### config.mk
export PLATFORM = sky130hd
export DESIGN_NAME = cell_scan_controller
export DESIGN_NICKNAME = d
export VERILOG_FILES = /design/src/rtl/cell_scan_controller.sv
export SDC_FILE = /design/constraint.sdc
export NUM_CORES = 1
export LEC_CHECK = 0
export ABC_AREA = 1
export BUFFER_PORTS_ARGS = -buffer_cell sky130_fd_sc_hd__buf_2
export CORE_MARGIN = 2
export CORE_UTILIZATION = 55
export CTS_CLUSTER_DIAMETER = 60
export CTS_CLUSTER_SIZE = 24
export DETAILED_ROUTE_END_ITERATION = 10
export MAX_ROUTING_LAYER = met4
export PLACE_DENSITY = 0.86
export SYNTH_ARGS = -nofsm -noshare
export SYNTH_HDL_FRONTEND = slang
export SYNTH_SLANG_ARGS = --single-unit
### constraint.sdc
create_clock -name clock -period 2.85 [get_ports clock]
set_input_delay 0.1425 -clock clock [delete_from_list [all_inputs] [get_ports clock]]
set_output_delay 0.1425 -clock clock [all_outputs]
set_load 0.005 [all_outputs]
### src/rtl/cell_scan_controller.sv
// cell_scan_controller
//   Walks a CELL_N x CELL_N window across an IMG_W x IMG_H frame in raster
//   order (x fastest). It issues one window corner per handshake to the cell
//   processor and tracks results in flight with a credit counter. It also
//   produces the txImage write coordinate for each returned result.
//
// Ports
//   clock, reset            system clock, synchronous active-high reset
//   start, opcode_in,       frame command, accepted only in IDLE
//   user_in
//   busy, done, err         status: not-IDLE, end-of-frame pulse,
//                           sticky illegal-opcode flag
//   iss_valid/iss_ready     cell request handshake carrying
//   iss_x/iss_y             the window corner, plus the latched
//   iss_opcode/iss_user     frame opcode and user operand
//   res_valid/res_ready     cell result handshake (in-order results)
//   wr_ready, wr_en,        pixel writer handshake and the txImage
//   wr_x/wr_y               coordinate of the current result
//   perf_stall              issue stall counter
//
// Optional feature: define CELL_SCAN_PERF_EN to build the stall counter.
// Without it, perf_stall is tied to zero.
module cell_scan_controller #(
   parameter int IMG_W    = 640,
   parameter int IMG_H    = 480,
   parameter int CELL_N   = 3,
   parameter int OPCODE_W = 4,
   parameter int CH_W     = 8,
   parameter int MAX_OUT  = 4
) (
   input  logic                       clock,
   input  logic                       reset,
   input  logic                       start,
   input  logic [OPCODE_W-1:0]        opcode_in,
   input  logic [CH_W-1:0]            user_in,
   output logic                       busy,
   output logic                       done,
   output logic                       err,
   output logic                       iss_valid,
   input  logic                       iss_ready,
   output logic [$clog2(IMG_W)-1:0]   iss_x,
   output logic [$clog2(IMG_H)-1:0]   iss_y,
   output logic [OPCODE_W-1:0]        iss_opcode,
   output logic [CH_W-1:0]            iss_user,
   input  logic                       res_valid,
   output logic                       res_ready,
   input  logic                       wr_ready,
   output logic                       wr_en,
   output logic [$clog2(IMG_W)-1:0]   wr_x,
   output logic [$clog2(IMG_H)-1:0]   wr_y,
   output logic [31:0]                perf_stall
);
   localparam int XW = $clog2(IMG_W);
   localparam int YW = $clog2(IMG_H);
   localparam int GX = IMG_W - CELL_N + 1;
   localparam int GY = IMG_H - CELL_N + 1;
   localparam int OW = $clog2(MAX_OUT) + 1;

   typedef enum logic [1:0] {IDLE, ISSUE, DRAIN, DONE} stateType;

   stateType        state;
   logic [OW-1:0]   outstanding;
   logic            issFire, resFire, issLast, wrLast, creditsFull;

   assign creditsFull = (outstanding == OW'(MAX_OUT));
   assign busy        = (state != IDLE);
   assign done        = (state == DONE);
   assign iss_valid   = (state == ISSUE) && !creditsFull;
   assign res_ready   = busy && wr_ready;
   // A result with nothing in flight is a protocol error: drop it silently.
   assign resFire     = res_valid && res_ready && (outstanding != '0);
   assign wr_en       = resFire;
   assign issFire     = iss_valid && iss_ready;
   assign issLast     = (iss_x == XW'(GX - 1)) && (iss_y == YW'(GY - 1));
   assign wrLast      = (wr_x == XW'(GX - 1)) && (wr_y == YW'(GY - 1));

   always_ff @(posedge clock) begin
      if (reset) begin
         state       <= IDLE;
         err         <= 1'b0;
         iss_x       <= '0;
         iss_y       <= '0;
         wr_x        <= '0;
         wr_y        <= '0;
         outstanding <= '0;
         iss_opcode  <= '0;
         iss_user    <= '0;
      end else begin
         case (state)
            IDLE: if (start) begin
               iss_opcode  <= opcode_in;
               iss_user    <= user_in;
               iss_x       <= '0;
               iss_y       <= '0;
               wr_x        <= '0;
               wr_y        <= '0;
               outstanding <= '0;
               // Opcodes above NOR (10) are undefined.
               if (32'(opcode_in) >= 32'd11) begin
                  err   <= 1'b1;
                  state <= DONE;
               end else begin
                  err   <= 1'b0;
                  state <= ISSUE;
               end
            end
            ISSUE: if (issFire) begin
               if (iss_x == XW'(GX - 1)) begin
                  iss_x <= '0;
                  iss_y <= iss_y + YW'(1);
               end else begin
                  iss_x <= iss_x + XW'(1);
               end
               if (issLast) state <= DRAIN;
            end
            // Every cell is issued and results are in order, so the final
            // write coordinate marks the last result.
            DRAIN: if (resFire && wrLast) state <= DONE;
            DONE:  state <= IDLE;
            default: state <= IDLE;
         endcase

         if (resFire) begin
            if (wr_x == XW'(GX - 1)) begin
               wr_x <= '0;
               wr_y <= wr_y + YW'(1);
            end else begin
               wr_x <= wr_x + XW'(1);
            end
         end

         // Nothing fires in IDLE, so this never fights the start-time clear.
         if (issFire && !resFire)      outstanding <= outstanding + OW'(1);
         else if (!issFire && resFire) outstanding <= outstanding - OW'(1);
      end
   end

`ifdef CELL_SCAN_PERF_EN
   logic [31:0] stallCnt;
   always_ff @(posedge clock) begin
      if (reset)
         stallCnt <= '0;
      else if (state == IDLE && start)
         stallCnt <= '0;
      else if (state == ISSUE && ((iss_valid && !iss_ready) || creditsFull)
               && stallCnt != '1)
         stallCnt <= stallCnt + 32'd1;
   end
   assign perf_stall = stallCnt;
`else
   assign perf_stall = '0;
`endif

endmodule
==> impl_summary.log, run 1 <==
[metrics] most used routing layer: met2
[metrics] GRT Total Usage: 21.32%
[metrics] Layout Area Growth over Synthesis: 11.59%
[metrics] via count of the first global-routing pass: 2540
[metrics] final setup fails: 0
[metrics] CTS tree: yes
[metrics] final routed wire length divided by cell count: 11.54 um
[metrics] global-route track usage on met3: under 10%
[metrics] Setup Total Neg Slack: 0 ns
[metrics] total congestion overflow after global routing: 0
[metrics] share of synthesized flip-flops with an asynchronous set or reset: 0%
[metrics] area of the core: 5851 um2
[metrics] number of instances resized during post-cts repair: 0
[metrics] H-tree level count: 2
[metrics] flops & latches, synth: 56
[metrics] number of iterations in the first detailed-routing pass: 4
[metrics] area of the die: 6620 um2
[metrics] total power: 0.002373 W
[metrics] category of the most critical setup path: reg2reg
[metrics] number of antenna repair diodes: 0
[metrics] Detailed Route Iter0 Violations: 149
[metrics] detailed-route DRC error count: 0
[metrics] post-layout worst setup margin: 0.4955 ns
[metrics] status: finished clean
[metrics] most common flop cell mapped by yosys: sky130_fd_sc_hd__dfxtp_1
[metrics] Final Non-Filler Cells: 611
[metrics] maximum fanout encountered on the critical timing path: 22
[metrics] Clock Sinks: 56
[metrics] final-layout fill cell count: 556
[metrics] Clock Skew: 0.01052 ns
[metrics] Lkg Pwr: 1.686 nW
[metrics] Vias: just over 3000
[metrics] Global Route met1 Usage: 25.98%
[metrics] data arrival time of the critical path: 2.60 ns
[metrics] share of layout cells above drive strength 1: 20.90%
[metrics] fmax: 0.4247 GHz
[metrics] Max rail drop VDD: 0.0003735 V
[metrics] fraction of the cycle the final worst path needs: roughly 83%
[metrics] initial cell density of the core: 56.27%
[metrics] total I/O pin count: ~110
[metrics] r2r setup slk: between 0.4 and 0.5 ns
[metrics] Avg Cell Area, Syn: between 7 and 8 um2
[metrics] area used by multi-input combinational logic: 1821 um2
[metrics] cell count after synthesis: 467
[metrics] gp weighted congestion: about 0.9
[metrics] library cells used by synthesis: 38
[metrics] Pins Over Slew Limit: 0
[metrics] pin count of the biggest net entering global routing: 24
[metrics] CP required: 3.09 ns
[metrics] Port Buf Inserts: 73
[metrics] slew at the pin with the worst max-slew slack: ~0.72 ns
[metrics] final antenna-violating net count: 0
[metrics] width of the die: 81.37 um
[metrics] cell area after synthesis: 3292 um2
[metrics] post-DP HPWL: 5162 um
[metrics] hold buffers post-CTS: 0
[metrics] number of flops mapped to enable cells by yosys: 0
[metrics] buffer count from post-CTS setup fixing: 0
[metrics] Clock Tree Root: sky130_fd_sc_hd__clkbuf_8
[metrics] Sequential cell area: 1121 um2
[metrics] worst slew margin relative to its limit: 51.75%
[metrics] yosys warns: 0
[metrics] clock buffers created by TritonCTS: 5
[metrics] Total Routed Length: 7052 um
[metrics] instance count after placement with tap cells included: 605
[metrics] power per cell area: 645.9 nW/um2
[metrics] final period demand of the worst path: between 2 and 2.5 ns
[metrics] unrepaired setup endpoints after global routing: false
[metrics] CP endpoint kind: flip-flop
[metrics] sequential share of the synthesized area: roughly 34%
[metrics] clock latency at the later pin of the worst-skew pair: about 0.3 ns
[metrics] maximum count of clock buffers along a single path: 2
[metrics] most common library cell in the layout ignoring fill and taps: sky130_fd_sc_hd__nand2_1
[metrics] Worst Hold Class: in2reg
[metrics] number of antenna violations at the first check in global routing: 0
[metrics] max-capacitance violation count: 0
[metrics] met2 usage: 36.48%
[metrics] final number of hold-violating endpoints: 0
[metrics] Row Count: 28
[metrics] critical path startpoint category: flip-flop
[metrics] height of the die: 81.37 um
[metrics] clock transition time at the flip-flop clock pins of the worst setup and hold paths: 0.09 ns
[metrics] number of nets in the layout: 570
[metrics] commonest non-fill, non-tap cells in the layout: sky130_fd_sc_hd__nand2_1 (97), sky130_fd_sc_hd__nor2_1 (74), sky130_fd_sc_hd__buf_2 (73)
[metrics] wire length of the first global-routing pass: 10880 um
[metrics] per-cell via count in the routed design: between 4 and 5
[metrics] worst setup timing slack at the placement stage: 0.5174 ns
[flip-flops by register name (all words and copies together) (netlist names)]
| signal | cells |
|---|---|
| err | 1 |
| iss_opcode | 4 |
| iss_user | 8 |
| iss_x | 10 |
| iss_y | 9 |
| outstanding | 3 |
| state | 2 |
| wr_x | 10 |
| wr_y | 9 |
[area by class of cell]
class	instances	area share [%]
clock buffers	5	1.873
repair buffers	73	9.946
flip-flops and latches	56	30.52
clock inverters	1	0.8174
well taps	75	2.554
inverters	45	4.734
multi-input cells	356	49.56
[worst paths after layout]
| path | to | cells after the start | startpoint |
|---|---|---|---|
| max | iss_y[5] | 7 | state[0] |
| min | iss_user[5] | 3 | user_in[5] |
| max reg2reg | iss_y[5] | 7 | state[0] |
| min reg2reg | iss_user[7] | 2 | iss_user[7] |
[critical path, cell delays in order (launching register included)]
cell and delay (ns):
sky130_fd_sc_hd__dfxtp_1 0.38, sky130_fd_sc_hd__inv_1 0.10, sky130_fd_sc_hd__ha_1 0.24, sky130_fd_sc_hd__nand2_1 0.41, sky130_fd_sc_hd__inv_1 0.48, sky130_fd_sc_hd__a21oi_1 0.46, sky130_fd_sc_hd__nand2_1 0.12, sky130_fd_sc_hd__a21oi_2 0.11
[through the flow]
step	util [%]	cell area (um2)	hold WS, ns
3_5_place_dp	61.10	3575	0.3975
5_1_grt	62.79	3674	0.08508
6_report	62.79	3674	0.08176
3_3_place_gp	61.10	3575	0.3985
4_1_cts	62.79	3674	0.07552
2_1_floorplan	-	3408	0.2928
[synthesized netlist by cell type (all sizes together) (2+ instances only)]
library cell  instances  area share, %
or2                   2           0.38
buf                  37            8.4
nor3                  9            1.7
a21oi                32            5.2
nand4                 3           0.57
dfxtp                56             34
o21ai                35            5.4
nand2               104             13
nor2                 84             12
inv                  45            5.3
clkbuf                4           0.46
xnor2                 4            1.1
xor2                  6            1.6
ha                   15            5.7
nand3                22            3.6
o21bai                2           0.46
[layer usage]
metal | wire length (um) | part of all wire (%)
met5 | 0 | 0
met1 | 3180 | 45
met4 | 55 | 0.78
met2 | 3449 | 49
met3 | 367 | 5.2
[power by group]
| part | switching [W] | leakage [nW] | internal [W] |
|---|---|---|---|
| registers | 0.0000727 | 0.455 | 0.000871 |
| clock network | 0.000243 | 0.0501 | 0.000253 |
| logic | 0.000622 | 1.18 | 0.000311 |
[logic make-up (layout without fill, tap and decap cells)]
family	count (synthesis)	after routing	synth area share, %
flip-flops	56	56	34.06
AND/OR/NAND/NOR	227	227	31.43
adder cells (fa/ha/maj)	15	15	5.701
other	1	32	0.1139
AO/OA/AOI/OAI	72	72	11.86
XOR/XNOR	10	10	2.660
buffers and inverters	86	124	14.18
(Power assumes the default switching activity.)
==> run 2: changes to the inputs <==
--- a/config.mk
+++ b/config.mk
@@ -8,12 +8,12 @@
 export ABC_AREA = 1
 export BUFFER_PORTS_ARGS = -buffer_cell sky130_fd_sc_hd__buf_2
 export CORE_MARGIN = 2
-export CORE_UTILIZATION = 55
+export CORE_UTILIZATION = 46
 export CTS_CLUSTER_DIAMETER = 60
 export CTS_CLUSTER_SIZE = 24
 export DETAILED_ROUTE_END_ITERATION = 10
 export MAX_ROUTING_LAYER = met4
-export PLACE_DENSITY = 0.86
+export PLACE_DENSITY = 0.76
 export SYNTH_ARGS = -nofsm -noshare
 export SYNTH_HDL_FRONTEND = slang
 export SYNTH_SLANG_ARGS = --single-unit
==> constraint.sdc (replaced) <==
create_clock -name clock -period 2 [get_ports clock]
set_input_delay 0.1 -clock clock [delete_from_list [all_inputs] [get_ports clock]]
set_output_delay 0.1 -clock clock [all_outputs]
set_load 0.005 [all_outputs]
==> run 2 against run 1 <==
Compared with the run above: clock power increased by 30%; maximum frequency increased by 32%; wire length decreased by 0.20%; first-iteration DRC count decreased by 30%; worst hold slack got worse by 0.059 ns; final cell count increased by 4.3%; power increased by 40%; non-clock buffer count increased by 3; setup slack got worse by 0.27 ns; clock skew increased by 0.0024 ns; register-to-register slack got worse by 0.27 ns; via count decreased by 0.43%; critical path type unchanged.
==> impl_summary.log, run 2 (synthesis results as in run 1) <==
[metrics] status: finished clean
[metrics] ordered cell list for the critical path: inv_1 > ha_1 > inv_2 > nand2_1 > inv_2 > nand2_4 > nor2_4 > inv_2 > or2_1 > a21oi_1
[metrics] fraction of power consumed by the clock network: 19.4% (-1.5 points)
[metrics] Row Count: 30 (+7.1%)
[metrics] per-cell via count in the routed design: 4.721 (-4.5%)
[metrics] number of nets in the layout: 573 (+0.53%)
[metrics] Vias: 3007 (-0.43%)
[metrics] power per cell area: 894.8 nW/um2 (+39%)
[metrics] slowest cell on the critical path: sky130_fd_sc_hd__dfxtp_1
[metrics] area of the die: 7849 um2 (+19%)
[metrics] largest registers: iss_x: 10 flops, wr_x: 10 flops
[metrics] final antenna-violating net count: 0 (unchanged)
[metrics] clock transition time at the flip-flop clock pins of the worst setup and hold paths: 0.11 ns (+0.02 ns)
[metrics] slew at the pin with the worst max-slew slack: 0.6699 ns (-0.05309 ns)
[metrics] final setup fails: 0 (unchanged)
[metrics] wire length of the first global-routing pass: 11250 um (+3.4%)
[metrics] destination of the worst register-to-register timing path: wr_x[1]
[metrics] width of the die: 88.60 um (+8.9%)
[metrics] GRT Total Usage: 18.60% (-2.7 points)
[metrics] relative contribution of sequential cells to total power: 40.4% (+0.6 points)
[metrics] Clock Sinks: 56 (unchanged)
[metrics] hold buffers post-CTS: 0 (unchanged)
[metrics] Max rail drop VDD: 0.0004584 V (+23%)
[metrics] unrepaired setup endpoints after global routing: false
[metrics] number of antenna repair diodes: 0 (unchanged)
[metrics] reg-to-reg critical path startpoint: state[0]
[metrics] worst slew margin relative to its limit: 55.29% (+3.5 points)
[metrics] H-tree level count: 2 (unchanged)
[metrics] Worst Hold Class: in2reg
[metrics] Setup Total Neg Slack: 0 ns (unchanged)
[metrics] CTS tree: yes
[metrics] final routed wire length divided by cell count: 11.05 um (-4.3%)
[metrics] maximum fanout encountered on the critical timing path: 9 (-59%)
[metrics] final number of hold-violating endpoints: 0 (unchanged)
[metrics] area of the core: 6869 um2 (+17%)
[metrics] category of the most critical setup path: reg2reg
[metrics] switching power: 0.001371 W (+46%)
[metrics] Detailed Route Iter0 Violations: 104 (-30%)
[metrics] Layout Area Growth over Synthesis: 12.81%
[metrics] Clock Skew: 0.01291 ns (+0.002393 ns)
[metrics] via count of the first global-routing pass: 2631 (+3.6%)
[metrics] Combinational Power Share: 40.2% (+0.9 points)
[metrics] clock latency at the later pin of the worst-skew pair: 0.32 ns (+0.02 ns)
[metrics] post-DP HPWL: 5347 um (+3.6%)
[metrics] maximum count of clock buffers along a single path: 2 (unchanged)
[metrics] instance count after placement with tap cells included: 629 (+4.0%)
[metrics] final period demand of the worst path: 1.779 ns (-0.5759 ns)
[metrics] CP endpoint kind: flip-flop
[metrics] design internal power: 0.001952 W (+36%)
[metrics] gp weighted congestion: 0.9892 (+13%)
[metrics] delay of the slowest cell on the worst path: 0.38 ns (-0.10 ns)
[metrics] Total Routed Length: 7038 um (-0.20%)
[metrics] r2r setup slk: 0.22 ns (-0.27 ns)
[metrics] commonest non-fill, non-tap cells in the layout: sky130_fd_sc_hd__nand2_1 (97), sky130_fd_sc_hd__nor2_1 (74), sky130_fd_sc_hd__buf_2 (73)
[metrics] Clock Tree Root: sky130_fd_sc_hd__clkbuf_8
[metrics] clock buffers created by TritonCTS: 5 (unchanged)
[metrics] number of antenna violations at the first check in global routing: 0 (unchanged)
[metrics] critical path startpoint category: flip-flop
[metrics] cell with the most instances on the worst path: sky130_fd_sc_hd__inv_2
[metrics] pin count of the biggest net entering global routing: 24 (unchanged)
[metrics] fraction of the cycle the final worst path needs: 88.93% (+6.3 points)
[metrics] number of iterations in the first detailed-routing pass: 4 (unchanged)
[metrics] detailed-route DRC error count: 0 (unchanged)
[metrics] Final Non-Filler Cells: 637 (+4.3%)
[metrics] Port Buf Inserts: 73 (unchanged)
[metrics] initial cell density of the core: 47.92% (-8.3 points)
[metrics] Cell Area, Placed: 3623 um2 (+1.4%)
[metrics] number of cell instances on the worst register-to-register path: 10 (+3)
[metrics] share of layout cells above drive strength 1: 21.63% (+0.73 points)
[metrics] Lkg Pwr: 1.695 nW (+0.53%)
[metrics] Pins Over Slew Limit: 0 (unchanged)
[metrics] total congestion overflow after global routing: 0 (unchanged)
[metrics] height of the die: 88.60 um (+8.9%)
[metrics] max-capacitance violation count: 0 (unchanged)
[metrics] Hold Crit Endpoint: iss_user[7]
[metrics] most common library cell in the layout ignoring fill and taps: sky130_fd_sc_hd__nand2_1
[metrics] source of the worst hold timing path: user_in[7]
[metrics] data arrival time of the critical path: 2.03 ns (-0.57 ns)
[metrics] worst hold path depth: 3 (unchanged)
[metrics] cell family with most CP delay: simple AND/OR/NAND/NOR gates
[metrics] crit path buf inv count: 4 (+2)
[metrics] final design area excluding fillers: 3714 um2 (+1.1%)
[metrics] CP required: 2.26 ns (-0.83 ns)
[metrics] buffer count from post-CTS setup fixing: 0 (unchanged)
[metrics] Sw Share: 41.25% (+1.7 points)
[metrics] total I/O pin count: 106 (unchanged)
[metrics] fmax: 0.5622 GHz (+32%)
[metrics] number of instances resized during post-cts repair: 0 (unchanged)
## run 2: power by group through the flow
stage | combinational [W] | sequential (W) | clock, W
final | 0.00134 | 0.00134 | 0.000644
after global routing | 0.00152 | 0.00136 | 0.000711
after CTS | 0.00134 | 0.00134 | 0.000662
after detailed placement | 0.00134 | 0.00137 | 0
after global placement | 0.00132 | 0.00136 | 0
after floorplan | 0.00105 | 0.00136 | 0
## run 2: metrics by stage
stage / worst slack, ns / power, W / utilization (%) / hold WS (ns)
after CTS: 0.2207 / 0.003351 / 54.06 / 0.01497
final: 0.2214 / 0.003323 / 54.06 / 0.02265
after detailed placement: 0.2511 / 0.002710 / 52.75 / 0.3612
after global placement: 0.3092 / 0.002682 / 52.75 / 0.3517
after global routing: 0.07203 / 0.003588 / 54.06 / 0.01656
after floorplan: 0.4484 / 0.002417 / - / 0.2503
## run 2: worst max path at each step
stage / start / to / depth (start not counted)
floorplan: outstanding[0] / iss_y[5] / 11
global placement: state[0] / wr_x[1] / 10
detailed placement: state[0] / wr_x[1] / 10
CTS: state[0] / wr_x[1] / 10
global route: state[0] / wr_x[1] / 10
finish: state[0] / wr_x[1] / 10
## run 2: layout make-up
class | instances | area (um2)
repair buffers | 76 | 387.9
flip-flops and latches | 56 | 1121
well taps | 96 | 120.1
multi-input cells | 356 | 1821
fillers | 691 | 3156
inverters | 45 | 173.9
clock buffers | 5 | 68.82
clock inverters | 3 | 21.27
## run 2: per-layer routing
metal / up-vias / GRT usage [%] / wire length [um]
li1: 1560 / - / -
met5: - / - / 0
met1: 1336 / 23.74 / 3371
met2: 101 / 29.12 / 3102
met4: 0 / 6.198 / 98
met3: 10 / 4.291 / 465
## run 2: worst min-delay path: cells and delay by family
family | cells | cell delay, ns
buffers and inverters | 1 | 0.07
AO/OA/AOI/OAI | 1 | 0.07
AND/OR/NAND/NOR | 1 | 0.08
